[config.mk]
export PLATFORM = sky130hd
export DESIGN_NAME = conv_feeder_flat
export DESIGN_NICKNAME = d
export VERILOG_FILES = /design/src/rtl/conv_feeder_if.sv /design/src/rtl/conv_feeder.sv /design/src/flat_wrapper.sv
export SDC_FILE = /design/constraint.sdc
export NUM_CORES = 1
export LEC_CHECK = 0
export CAP_MARGIN = 5
export CELL_PAD_IN_SITES_DETAIL_PLACEMENT = 1
export CELL_PAD_IN_SITES_GLOBAL_PLACEMENT = 1
export CORE_AREA = 2 2 163 197
export DETAILED_ROUTE_END_ITERATION = 6
export DIE_AREA = 0 0 165 199
export GPL_TIMING_DRIVEN = 0
export PLACE_DENSITY_LB_ADDON = 0.1
export SYNTH_ARGS = -nofsm -noshare
export SYNTH_HDL_FRONTEND = slang
export SYNTH_SLANG_ARGS = --single-unit
[constraint.sdc]
create_clock -name clk -period 19.3 [get_ports clk]
set_input_delay 3.86 -clock clk [delete_from_list [all_inputs] [get_ports clk]]
set_output_delay 3.86 -clock clk [all_outputs]
set_load 0.01 [all_outputs]
[src/rtl/conv_feeder_if.sv]
// conv_feeder_if: groups the frame-control, RAM, accumulator and result-memory
// signals of conv_feeder. The master modport is the feeder side; slave is the
// surrounding datapath (RAMs, accumulator, result buffer).
interface conv_feeder_if;
    logic              start;
    logic [8:0]        img_w;
    logic [8:0]        img_h;
    logic [8:0]        k_w;
    logic [8:0]        k_h;
    logic [17:0]       img_addr;
    logic signed [8:0] img_data;
    logic [9:0]        ker_addr;
    logic signed [8:0] ker_data;
    logic signed [8:0] conv_in1;
    logic signed [8:0] conv_in2;
    logic              conv_en;
    logic              conv_clear;
    logic [8:0]        conv_height;
    logic [8:0]        conv_width;
    logic [20:0]       conv_out;
    logic              res_valid;
    logic [17:0]       res_addr;
    logic [20:0]       res_data;
    logic              busy;
    logic              finished;
    logic              cfg_err;

    modport master (
        input  start, img_w, img_h, k_w, k_h, img_data, ker_data, conv_out,
        output img_addr, ker_addr, conv_in1, conv_in2, conv_en, conv_clear,
               conv_height, conv_width, res_valid, res_addr, res_data,
               busy, finished, cfg_err
    );

    modport slave (
        output start, img_w, img_h, k_w, k_h, img_data, ker_data, conv_out,
        input  img_addr, ker_addr, conv_in1, conv_in2, conv_en, conv_clear,
               conv_height, conv_width, res_valid, res_addr, res_data,
               busy, finished, cfg_err
    );
endinterface

[src/rtl/conv_feeder.sv]
// conv_feeder: walks every stride-1 output position of a feature map, streams
// image window + kernel weights to the MAC accumulator, appends a flush token
// after the last window and writes each accumulator result to result memory.
// Optional feature macro: CONV_FEEDER_RELU_EN (clamp negative results to 0).
module conv_feeder (
    input  logic          clk,
    input  logic          rst,
    conv_feeder_if.master bus
);
    typedef enum logic [2:0] {IDLE, CLEAR, STREAM, FLUSH, DRAIN} state_t;
    state_t state, state_nx;

    logic [8:0]  img_w_q, k_w_q, k_h_q, out_w, out_h;
    logic [8:0]  kx, ky, ox, oy;
    logic [17:0] row_base, oy_base;  // (oy+ky)*img_w and oy*img_w
    logic [9:0]  kidx;
    logic [17:0] res_cnt;
    logic        drain_cnt;
    logic        en_d1, flush_d1;
    logic [1:0]  bnd_pipe;           // window-boundary flag, issue -> result
    logic        cfg_err_q;

    logic [17:0] k_area;
    logic        cfg_ok, accept, issue, flush;
    logic        kx_last, ky_last, ox_last, oy_last;
    logic        win_first, frame_first;
    logic [20:0] res_val;

    assign k_area  = {9'd0, bus.k_w} * {9'd0, bus.k_h};
    assign cfg_ok  = (bus.k_w != 9'd0) && (bus.k_h != 9'd0) &&
                     (bus.k_w <= bus.img_w) && (bus.k_h <= bus.img_h) &&
                     (k_area <= 18'd1023);
    assign accept  = (state == IDLE) && bus.start && cfg_ok;
    assign issue   = (state == STREAM);
    assign flush   = (state == FLUSH);

    assign kx_last     = (kx == k_w_q - 9'd1);
    assign ky_last     = (ky == k_h_q - 9'd1);
    assign ox_last     = (ox == out_w - 9'd1);
    assign oy_last     = (oy == out_h - 9'd1);
    assign win_first   = (kx == 9'd0) && (ky == 9'd0);
    assign frame_first = (ox == 9'd0) && (oy == 9'd0);

    // State register
    always_ff @(posedge clk) begin
        if (rst) state <= IDLE;
        else     state <= state_nx;
    end

    // Next-state logic
    always_comb begin
        state_nx = state;
        case (state)
            IDLE:    if (accept) state_nx = CLEAR;
            CLEAR:   state_nx = STREAM;
            STREAM:  if (kx_last && ky_last && ox_last && oy_last) state_nx = FLUSH;
            FLUSH:   state_nx = DRAIN;
            DRAIN:   if (drain_cnt) state_nx = IDLE;
            default: state_nx = IDLE;
        endcase
    end

    // Config latch, window/position counters and incremental address bases
    always_ff @(posedge clk) begin
        if (rst) begin
            img_w_q <= '0; k_w_q <= '0; k_h_q <= '0; out_w <= '0; out_h <= '0;
            kx <= '0; ky <= '0; ox <= '0; oy <= '0;
            row_base <= '0; oy_base <= '0; kidx <= '0; drain_cnt <= 1'b0;
        end else if (accept) begin
            img_w_q <= bus.img_w;
            k_w_q   <= bus.k_w;
            k_h_q   <= bus.k_h;
            out_w   <= bus.img_w - bus.k_w + 9'd1;
            out_h   <= bus.img_h - bus.k_h + 9'd1;
            kx <= '0; ky <= '0; ox <= '0; oy <= '0;
            row_base <= '0; oy_base <= '0; kidx <= '0;
        end else if (issue) begin
            if (!kx_last) begin
                kx   <= kx + 9'd1;
                kidx <= kidx + 10'd1;
            end else begin
                kx <= '0;
                if (!ky_last) begin
                    ky       <= ky + 9'd1;
                    kidx     <= kidx + 10'd1;
                    row_base <= row_base + {9'd0, img_w_q};
                end else begin
                    ky   <= '0;
                    kidx <= '0;
                    if (!ox_last) begin
                        ox       <= ox + 9'd1;
                        row_base <= oy_base;
                    end else begin
                        ox       <= '0;
                        oy       <= oy + 9'd1;
                        oy_base  <= oy_base + {9'd0, img_w_q};
                        row_base <= oy_base + {9'd0, img_w_q};
                    end
                end
            end
        end else if (flush) begin
            drain_cnt <= 1'b0;
        end else if (state == DRAIN) begin
            drain_cnt <= 1'b1;
        end
    end

    // Operand/boundary pipeline and result counter
    always_ff @(posedge clk) begin
        if (rst) begin
            en_d1 <= 1'b0; flush_d1 <= 1'b0; bnd_pipe <= '0;
            res_cnt <= '0; cfg_err_q <= 1'b0;
        end else begin
            en_d1     <= issue || flush;
            flush_d1  <= flush;
            // Sample 0 of window 0 emits nothing useful; every later window
            // start and the flush token release the previous window.
            bnd_pipe  <= {bnd_pipe[0], (issue && win_first && !frame_first) || flush};
            cfg_err_q <= (state == IDLE) && bus.start && !cfg_ok;
            if (accept)           res_cnt <= '0;
            else if (bnd_pipe[1]) res_cnt <= res_cnt + 18'd1;
        end
    end

`ifdef CONV_FEEDER_RELU_EN
    assign res_val = bus.conv_out[20] ? 21'd0 : bus.conv_out;
`else
    assign res_val = bus.conv_out;
`endif

    assign bus.img_addr    = issue ? row_base + {9'd0, ox} + {9'd0, kx} : 18'd0;
    assign bus.ker_addr    = issue ? kidx : 10'd0;
    assign bus.conv_en     = en_d1;
    assign bus.conv_in1    = (en_d1 && !flush_d1) ? bus.img_data : 9'sd0;
    assign bus.conv_in2    = (en_d1 && !flush_d1) ? bus.ker_data : 9'sd0;
    assign bus.conv_clear  = (state == CLEAR);
    assign bus.conv_height = k_h_q;
    assign bus.conv_width  = k_w_q;
    assign bus.res_valid   = bnd_pipe[1];
    assign bus.res_addr    = bnd_pipe[1] ? res_cnt : 18'd0;
    assign bus.res_data    = bnd_pipe[1] ? res_val : 21'd0;
    assign bus.busy        = (state != IDLE);
    assign bus.finished    = (state == DRAIN) && drain_cnt;
    assign bus.cfg_err     = cfg_err_q;
endmodule

[src/flat_wrapper.sv]
// flat-port wrapper written by rule: the top's interface ports become plain ports
module conv_feeder_flat 
  (clk, rst, bus_start, bus_img_w, bus_img_h, bus_k_w, bus_k_h, bus_img_data, bus_ker_data, bus_conv_out, bus_img_addr, bus_ker_addr, bus_conv_in1, bus_conv_in2, bus_conv_en, bus_conv_clear, bus_conv_height, bus_conv_width, bus_res_valid, bus_res_addr, bus_res_data, bus_busy, bus_finished, bus_cfg_err);
  conv_feeder_if bus_i ();
  input  logic clk;
  input  logic rst;
  input wire logic [$bits(bus_i.start)-1:0] bus_start;
  input wire logic [$bits(bus_i.img_w)-1:0] bus_img_w;
  input wire logic [$bits(bus_i.img_h)-1:0] bus_img_h;
  input wire logic [$bits(bus_i.k_w)-1:0] bus_k_w;
  input wire logic [$bits(bus_i.k_h)-1:0] bus_k_h;
  input wire logic [$bits(bus_i.img_data)-1:0] bus_img_data;
  input wire logic [$bits(bus_i.ker_data)-1:0] bus_ker_data;
  input wire logic [$bits(bus_i.conv_out)-1:0] bus_conv_out;
  output wire logic [$bits(bus_i.img_addr)-1:0] bus_img_addr;
  output wire logic [$bits(bus_i.ker_addr)-1:0] bus_ker_addr;
  output wire logic [$bits(bus_i.conv_in1)-1:0] bus_conv_in1;
  output wire logic [$bits(bus_i.conv_in2)-1:0] bus_conv_in2;
  output wire logic [$bits(bus_i.conv_en)-1:0] bus_conv_en;
  output wire logic [$bits(bus_i.conv_clear)-1:0] bus_conv_clear;
  output wire logic [$bits(bus_i.conv_height)-1:0] bus_conv_height;
  output wire logic [$bits(bus_i.conv_width)-1:0] bus_conv_width;
  output wire logic [$bits(bus_i.res_valid)-1:0] bus_res_valid;
  output wire logic [$bits(bus_i.res_addr)-1:0] bus_res_addr;
  output wire logic [$bits(bus_i.res_data)-1:0] bus_res_data;
  output wire logic [$bits(bus_i.busy)-1:0] bus_busy;
  output wire logic [$bits(bus_i.finished)-1:0] bus_finished;
  output wire logic [$bits(bus_i.cfg_err)-1:0] bus_cfg_err;
  assign bus_i.start = bus_start;
  assign bus_i.img_w = bus_img_w;
  assign bus_i.img_h = bus_img_h;
  assign bus_i.k_w = bus_k_w;
  assign bus_i.k_h = bus_k_h;
  assign bus_i.img_data = bus_img_data;
  assign bus_i.ker_data = bus_ker_data;
  assign bus_i.conv_out = bus_conv_out;
  assign bus_img_addr = bus_i.img_addr;
  assign bus_ker_addr = bus_i.ker_addr;
  assign bus_conv_in1 = bus_i.conv_in1;
  assign bus_conv_in2 = bus_i.conv_in2;
  assign bus_conv_en = bus_i.conv_en;
  assign bus_conv_clear = bus_i.conv_clear;
  assign bus_conv_height = bus_i.conv_height;
  assign bus_conv_width = bus_i.conv_width;
  assign bus_res_valid = bus_i.res_valid;
  assign bus_res_addr = bus_i.res_addr;
  assign bus_res_data = bus_i.res_data;
  assign bus_busy = bus_i.busy;
  assign bus_finished = bus_i.finished;
  assign bus_cfg_err = bus_i.cfg_err;
  conv_feeder u_core (.clk(clk), .rst(rst), .bus(bus_i));
endmodule
==> results of run 1 <==
[power by group]
| group | total, uW | internal [uW] | switching, uW |
|---|---|---|---|
| Sequential | 324 | 320 | 3.82 |
| Combinational | 475 | 160 | 314 |
| Clock | 322 | 167 | 154 |
[state kept, by name (all words and copies together), names as in the netlist, 10 cells and up]
| name | cells |
|---|---|
| u_core.oy_base | 18 |
| u_core.res_cnt | 18 |
| u_core.row_base | 18 |
| u_core.kidx | 10 |
[worst reg2reg max path: cells and delay by family, from the launching register on]
kind            cells  cell delay (ps)
compound gates      3             1150
fa+ha+maj           1              250
buf+inv             3             1120
flops               1              520
simple gates        4              920
[cells in the final DEF (no fill, tap or decap), types with 11 or more instances in the layout]
cell type          n
a211oi_1          18
a21o_1            20
a21oi_1          124
and2_1            83
and3_1            30
clkbuf_1          94
clkbuf_16         17
clkdlybuf4s50_1  185
dfxtp_1          154
fa_1              66
ha_1             121
inv_1            151
nand2_1          120
nand2b_1          16
nand3_1           42
nand4_1           86
nor2_1           141
nor2b_1           15
nor3_1            53
nor4_1            21
o211ai_1          11
o21ai_0           48
o31ai_1           49
or3_1             11
xnor2_1           68
xor2_1            68
[through the flow]
step / total power (uW) / area, um2 / worst slack, ps / utilization
global placement: 782.3 / 16450 / 8081 / 0.5305
detailed placement: 799.8 / 16450 / 7866 / 0.5305
CTS: 1120 / 16990 / 8274 / 0.5481
floorplan: 652.0 / 14090 / 10190 / -
finish: 1120 / 16990 / 8176 / 0.5481
global route: 1189 / 16990 / 7775 / 0.5481
[area by class of cell]
type	instances	share of cell area
Multi-Input combinational cell	1366	0.5913
Sequential cell	154	0.1814
Timing Repair Buffer	185	0.1090
Inverter	156	0.03446
Tap cell	401	0.02953
Clock buffer	18	0.02526
Buffer	99	0.02224
Clock inverter	14	0.006848
[logic make-up after synthesis]
| group | Yosys count | share of synthesized area |
|---|---|---|
| and+or+nand+nor | 678 | 0.2552 |
| AOI/OAI and AO/OA | 359 | 0.1677 |
| buffers and inverters | 255 | 0.06836 |
| adders and majority gates | 187 | 0.2012 |
| DFF | 154 | 0.2188 |
| xor gates and xnor gates | 136 | 0.08452 |
| muxes | 6 | 0.004262 |
[worst min-delay path by stage]
stage	endpoint	from	slack [ps]	depth (start not counted)
floorplan	u_core.bnd_pipe[1]$_SDFF_PP0_	u_core.bnd_pipe[0]$_SDFF_PP0_	410	1
global placement	u_core.oy_base[7]$_SDFFE_PP0P_	u_core.oy_base[7]$_SDFFE_PP0P_	460	2
detailed placement	u_core.oy_base[6]$_SDFFE_PP0P_	u_core.oy_base[6]$_SDFFE_PP0P_	470	2
CTS	u_core.oy_base[6]$_SDFFE_PP0P_	u_core.oy_base[6]$_SDFFE_PP0P_	480	2
global route	u_core.bnd_pipe[1]$_SDFF_PP0_	u_core.bnd_pipe[0]$_SDFF_PP0_	500	1
finish	u_core.oy_base[6]$_SDFFE_PP0P_	u_core.oy_base[6]$_SDFFE_PP0P_	480	2
[layer usage]
metal,global-route usage,part of all wire
met5,0,0
met4,0.1784,0.059
met3,0.03586,0.033
met2,0.5940,0.53
met1,0.3361,0.38
==> results.cfg, run 1 <==
[power]
peakVddDrop_v = 0.00006344
powerDensity_mw_per_mm2 = 65.92
power.leakage_uw = 0.006858

[setup_path]
worstPathMaxFanout = 10
required_ps = 19590
r2r_slack_ps = 15220
slowest_stage = o21ai_1
cp-startpoint = bus_k_h[2]
r2r-end = u_core.row_base[10]$_SDFFE_PP0P_
reg2reg_depth = 11
slowest_delay_ps = 920
end_kind = register
r2r_start = u_core.bus.conv_width[0]$_SDFFE_PP0P_
timing.critical_path.mode_cell = fa_1
path_buf_inv = 6
path_delay_family = adder cells
crit_path_cell_trace = clkdlybuf4s50_1, clkbuf_1, nand2_1, fa_1, inv_1, fa_1, ha_1, inv_1, fa_1, inv_1, fa_1, a21oi_1, or4b_1, o2111ai_1, or4_1, nor4_1, nand4_1, o21ai_1, clkbuf_1, a21oi_1
worst_ep_arrival_time_ps = 11410
criticalPathCategory = input pin to register
endpoint = u_core.kidx[3]$_SDFFE_PP0P_
startpoint_type = input pin
path_depth = 20

[logic_synthesis]
postSynth.asyncResetShare = 0
syn-num-nets = 2040
synth_top_area_share = 0.2188
netlist_top_cells_count = dfxtp_1 (154), inv_1 (151), nor2_1 (141), a21oi_1 (124), ha_1 (121)
postSynthCellCount = 1775
ys.warnings.count = 0
synth_cell_types = 78
synth-seq-cells = 154
netlist_area_mm2 = 0.01409
ys_seq_area_frac = 0.2188
synth_edf_count = 0
yosysMostFrequentCell = dfxtp_1
postSynthAreaPerCell_um2 = 7.940
synth_area_leader_cell = dfxtp_1
synthFlopType = dfxtp_1
synth_area_leaders = dfxtp_1 (22%), ha_1 (11%), fa_1 (9.4%), a21oi_1 (4.4%), xnor2_1 (4.2%)

[timing]
finalCriticalPeriod_ps = 11120
rsz0062_at_grt = no
setup_tns_ps = 0
max_slew.worst_pin.slew_ps = 1211
slew_viol_final = 0
holdWs_ps = 483.5
fin_skew_ps = 9.119
final-hold-violation-count = 0
finalSetupViolCount = 0
fmax_ghz = 0.08989
finalCritPeriodShare = 0.5764
max_slew_margin = 0.1868

[clock_tree]
htreeDepth = 4
clk_path_buf_depth = 2
cts_made_buffers = 17
cts_setup_buffers = 0
hold_buffers = 0
cts-resized-gates = 0
clock_sinks = 154
cts_root_buf = clkbuf_16
cts_tree = built
clk_pin_slew_ps = 70
insertion_delay_ps = 450

[layout]
fillers = 3868
stdcell_count = 2393
layout.nets = 2244
antennaDiodeCount = 0
ff_latch_area_mm2 = 0.003083
layout-drive-gt1-share = 0.02962
multiInputGateArea_mm2 = 0.01005
syn2layout_area_growth_pct = 20.57

[placement]
place_hpwl_um = 41540
gp_congestion = 0.9549
dp_cells = 2361
port_buffers = 185

[routing]
vias_per_cell = 5.901
drtPass1Iterations = 5
routedWlPerCell_um = 21.36
drt.antenna.violating_nets = 0
drc = 0
num_vias = 14121
initialDrtViolationCount = 746
wirelength_um = 51120

[status]
status = finished, final reports clean

[floorplan]
die_w_um = 165
ios = 187
die_y_um = 199
dieArea_mm2 = 0.03284
coreArea_mm2 = 0.03100
start_util = 0.4546
fp-row-count = 71

[global_routing]
grt_pass1_vias = 14905
antenna_found_initial = 0
grt_max_degree = 17
gr-total-overflow = 0
grt_pass1_wl_um = 80040
grt_usage = 0.3153

[flow_run]
drv_cap = 0

[min_path]
hold_path_class = register to register
Note: power is estimated with default switching activity, not from simulation.
==> run 2, diff against run 1 <==
--- a/config.mk
+++ b/config.mk
@@ -8,9 +8,9 @@
 export CAP_MARGIN = 5
 export CELL_PAD_IN_SITES_DETAIL_PLACEMENT = 1
 export CELL_PAD_IN_SITES_GLOBAL_PLACEMENT = 1
-export CORE_AREA = 2 2 163 197
+export CORE_AREA = 2 2 171 206
 export DETAILED_ROUTE_END_ITERATION = 6
-export DIE_AREA = 0 0 165 199
+export DIE_AREA = 0 0 173 208
 export GPL_TIMING_DRIVEN = 0
 export PLACE_DENSITY_LB_ADDON = 0.1
 export SYNTH_ARGS = -nofsm -noshare
==> constraint.sdc (replaced) <==
create_clock -name clk -period 10.39 [get_ports clk]
set_input_delay 2.078 -clock clk [delete_from_list [all_inputs] [get_ports clk]]
set_output_delay 2.078 -clock clk [all_outputs]
set_load 0.01 [all_outputs]
==> results.cfg, run 2 (synthesized netlist as in run 1, its figures left out) <==
[layout]
stdcell_count = 2448
layout_commonest_cell = clkdlybuf4s50_1
syn2layout_area_growth_pct = 21.30
biggestRegsByFlops = u_core.oy_base x18, u_core.res_cnt x18, u_core.row_base x18
antennaDiodeCount = 0
layout-drive-gt1-share = 0.03012
layout.nets = 2244
fillers = 4222
final_cell_mix = clkdlybuf4s50_1 (185), dfxtp_1 (154), inv_1 (151)

[timing]
finalCriticalPeriod_ps = 9424
finalSetupViolCount = 0
final-hold-violation-count = 0
holdWs_ps = 477.1
fmax_ghz = 0.1061
max_slew_margin = 0.1432
setup_tns_ps = 0
slew_viol_final = 0
finalCritPeriodShare = 0.9070
max_slew.worst_pin.slew_ps = 1275
rsz0062_at_grt = no
setup_slack_ps = 966.4
fin_skew_ps = 18.85

[min_path]
min_from = u_core.oy_base[0]$_SDFFE_PP0P_
hold_path_class = register to register
holdPathStages = 2
min_to = u_core.oy_base[0]$_SDFFE_PP0P_

[power]
powerDensity_mw_per_mm2 = 124.3
peakVddDrop_v = 0.0001159
power.leakage_uw = 0.006884
power.total_uw = 2125

[global_routing]
antenna_found_initial = 0
grt_max_degree = 17
grt_usage = 0.2869
gr-total-overflow = 0
grt_pass1_vias = 14891
grt_pass1_wl_um = 81430

[placement]
place_hpwl_um = 42190
gp_congestion = 0.9510
dp_cells = 2416
port_buffers = 185
pre_cts_ws_ps = 618.5

[floorplan]
start_util = 0.4159
die_y_um = 208
die_w_um = 173
ios = 187
fp-row-count = 74
dieArea_mm2 = 0.03598
coreArea_mm2 = 0.03389

[clock_tree]
clk_path_buf_depth = 2
htreeDepth = 4
cts_tree = built
insertion_delay_ps = 460
cts_root_buf = clkbuf_16
cts_setup_buffers = 0
clk_pin_slew_ps = 70
clock_sinks = 154
cts_made_buffers = 17
hold_buffers = 0
cts-resized-gates = 0

[routing]
drt.antenna.violating_nets = 0
drtPass1Iterations = 4
num_vias = 14069
vias_per_cell = 5.747
wirelength_um = 52080
drc = 0
routedWlPerCell_um = 21.27
initialDrtViolationCount = 779

[setup_path]
reg2reg_depth = 11
required_ps = 10700
r2r_slack_ps = 6310
r2r_start = u_core.bus.conv_width[0]$_SDFFE_PP0P_
criticalPathCategory = input pin to register
worstPathMaxFanout = 10
startpoint_type = input pin
r2r-end = u_core.ky[7]$_SDFFE_PP0P_
worst_ep_arrival_time_ps = 9730
end_kind = register

[flow_run]
drv_cap = 0

[status]
status = finished, final reports clean
run 2: cell types whose count changed in the layout (fill, tap and decap cells not counted):
cell and change:
clkinvlp_4 -2, clkbuf_1 -1, clkinv_4 -2, inv_8 +2, inv_6 +2, bufinv_16 +1
run 2: how the worst max path moves through the flow:
| stage | start | endpoint | slack (ps) |
|---|---|---|---|
| after floorplan | bus_k_h[8] | u_core.kx[8]$_SDFFE_PP0P_ | 3060 |
| after global placement | bus_k_w[4] | u_core.ky[1]$_SDFFE_PP0P_ | 680 |
| after detailed placement | bus_k_w[4] | u_core.kx[8]$_SDFFE_PP0P_ | 620 |
| after CTS | bus_k_w[4] | u_core.ky[7]$_SDFFE_PP0P_ | 1060 |
| after global routing | bus_k_w[4] | u_core.kx[8]$_SDFFE_PP0P_ | 670 |
| final | bus_k_w[4] | u_core.kx[6]$_SDFFE_PP0P_ | 970 |
run 2: critical path, cell delays in order:
cell             delay (ps)
clkdlybuf4s50_1         530
clkbuf_1                450
inv_1                   250
nor2_1                  210
fa_1                    470
fa_1                    520
fa_1                    540
inv_1                    50
fa_1                    530
inv_1                    50
ha_1                    260
clkbuf_1                280
nand4_1                 130
or3_1                   380
a31oi_1                 300
a2111oi_0               180
nor4_1                  530
nand4_1                 360
o21ai_1                 810
clkbuf_1                660
nor3_1                  150
run 2: final cells by class:
type / instances / area, um2 / share of cell area
Multi-Input combinational cell: 1366 / 10050 / 0.5877
Sequential cell: 154 / 3083 / 0.1803
Timing Repair Buffer: 185 / 1852 / 0.1083
Inverter: 156 / 585.6 / 0.03425
Tap cell: 456 / 570.5 / 0.03337
Clock buffer: 17 / 425.4 / 0.02488
Buffer: 99 / 377.9 / 0.02210
Clock inverter: 15 / 153.9 / 0.009002
run 2: stage by stage:
stage	utilization	area, um2
6_report	0.5045	17100
5_1_grt	0.5045	17100
4_1_cts	0.5045	17100
3_5_place_dp	0.4874	16520
3_3_place_gp	0.4874	16520
2_1_floorplan	-	14090
run 2: report_power, final:
| group | switching [uW] | total [uW] | internal [uW] | leakage, uW |
|---|---|---|---|---|
| logic | 586 | 883 | 297 | 0.00536 |
| registers | 7.50 | 602 | 595 | 0.00124 |
| clock network | 300 | 640 | 339 | 0.000288 |
run 2: routing by layer:
layer / wire [um] / global-route usage / share of wire / vias up
li1: - / - / - / 6635
met1: 20330 / 0.3122 / 0.39 / 6963
met3: 1970 / 0.03509 / 0.038 / 120
met2: 27480 / 0.5476 / 0.53 / 351
met4: 2305 / 0.1347 / 0.044 / 0
met5: 0 / 0 / 0 / -
==> run 3, diff against run 2 <==
==> constraint.sdc (replaced) <==
create_clock -name clk -period 10.39 [get_ports clk]
set_input_delay 1.039 -clock clk [delete_from_list [all_inputs] [get_ports clk]]
set_output_delay 1.039 -clock clk [all_outputs]
set_load 0.01 [all_outputs]
==> results of run 3 <==
The final DEF is identical to that of run 2. Status: finished, final reports clean.
Main changes from that run: setup slack after placement 618.5 ps -> 1657 ps; setup slack after layout 966.4 ps -> 2005 ps
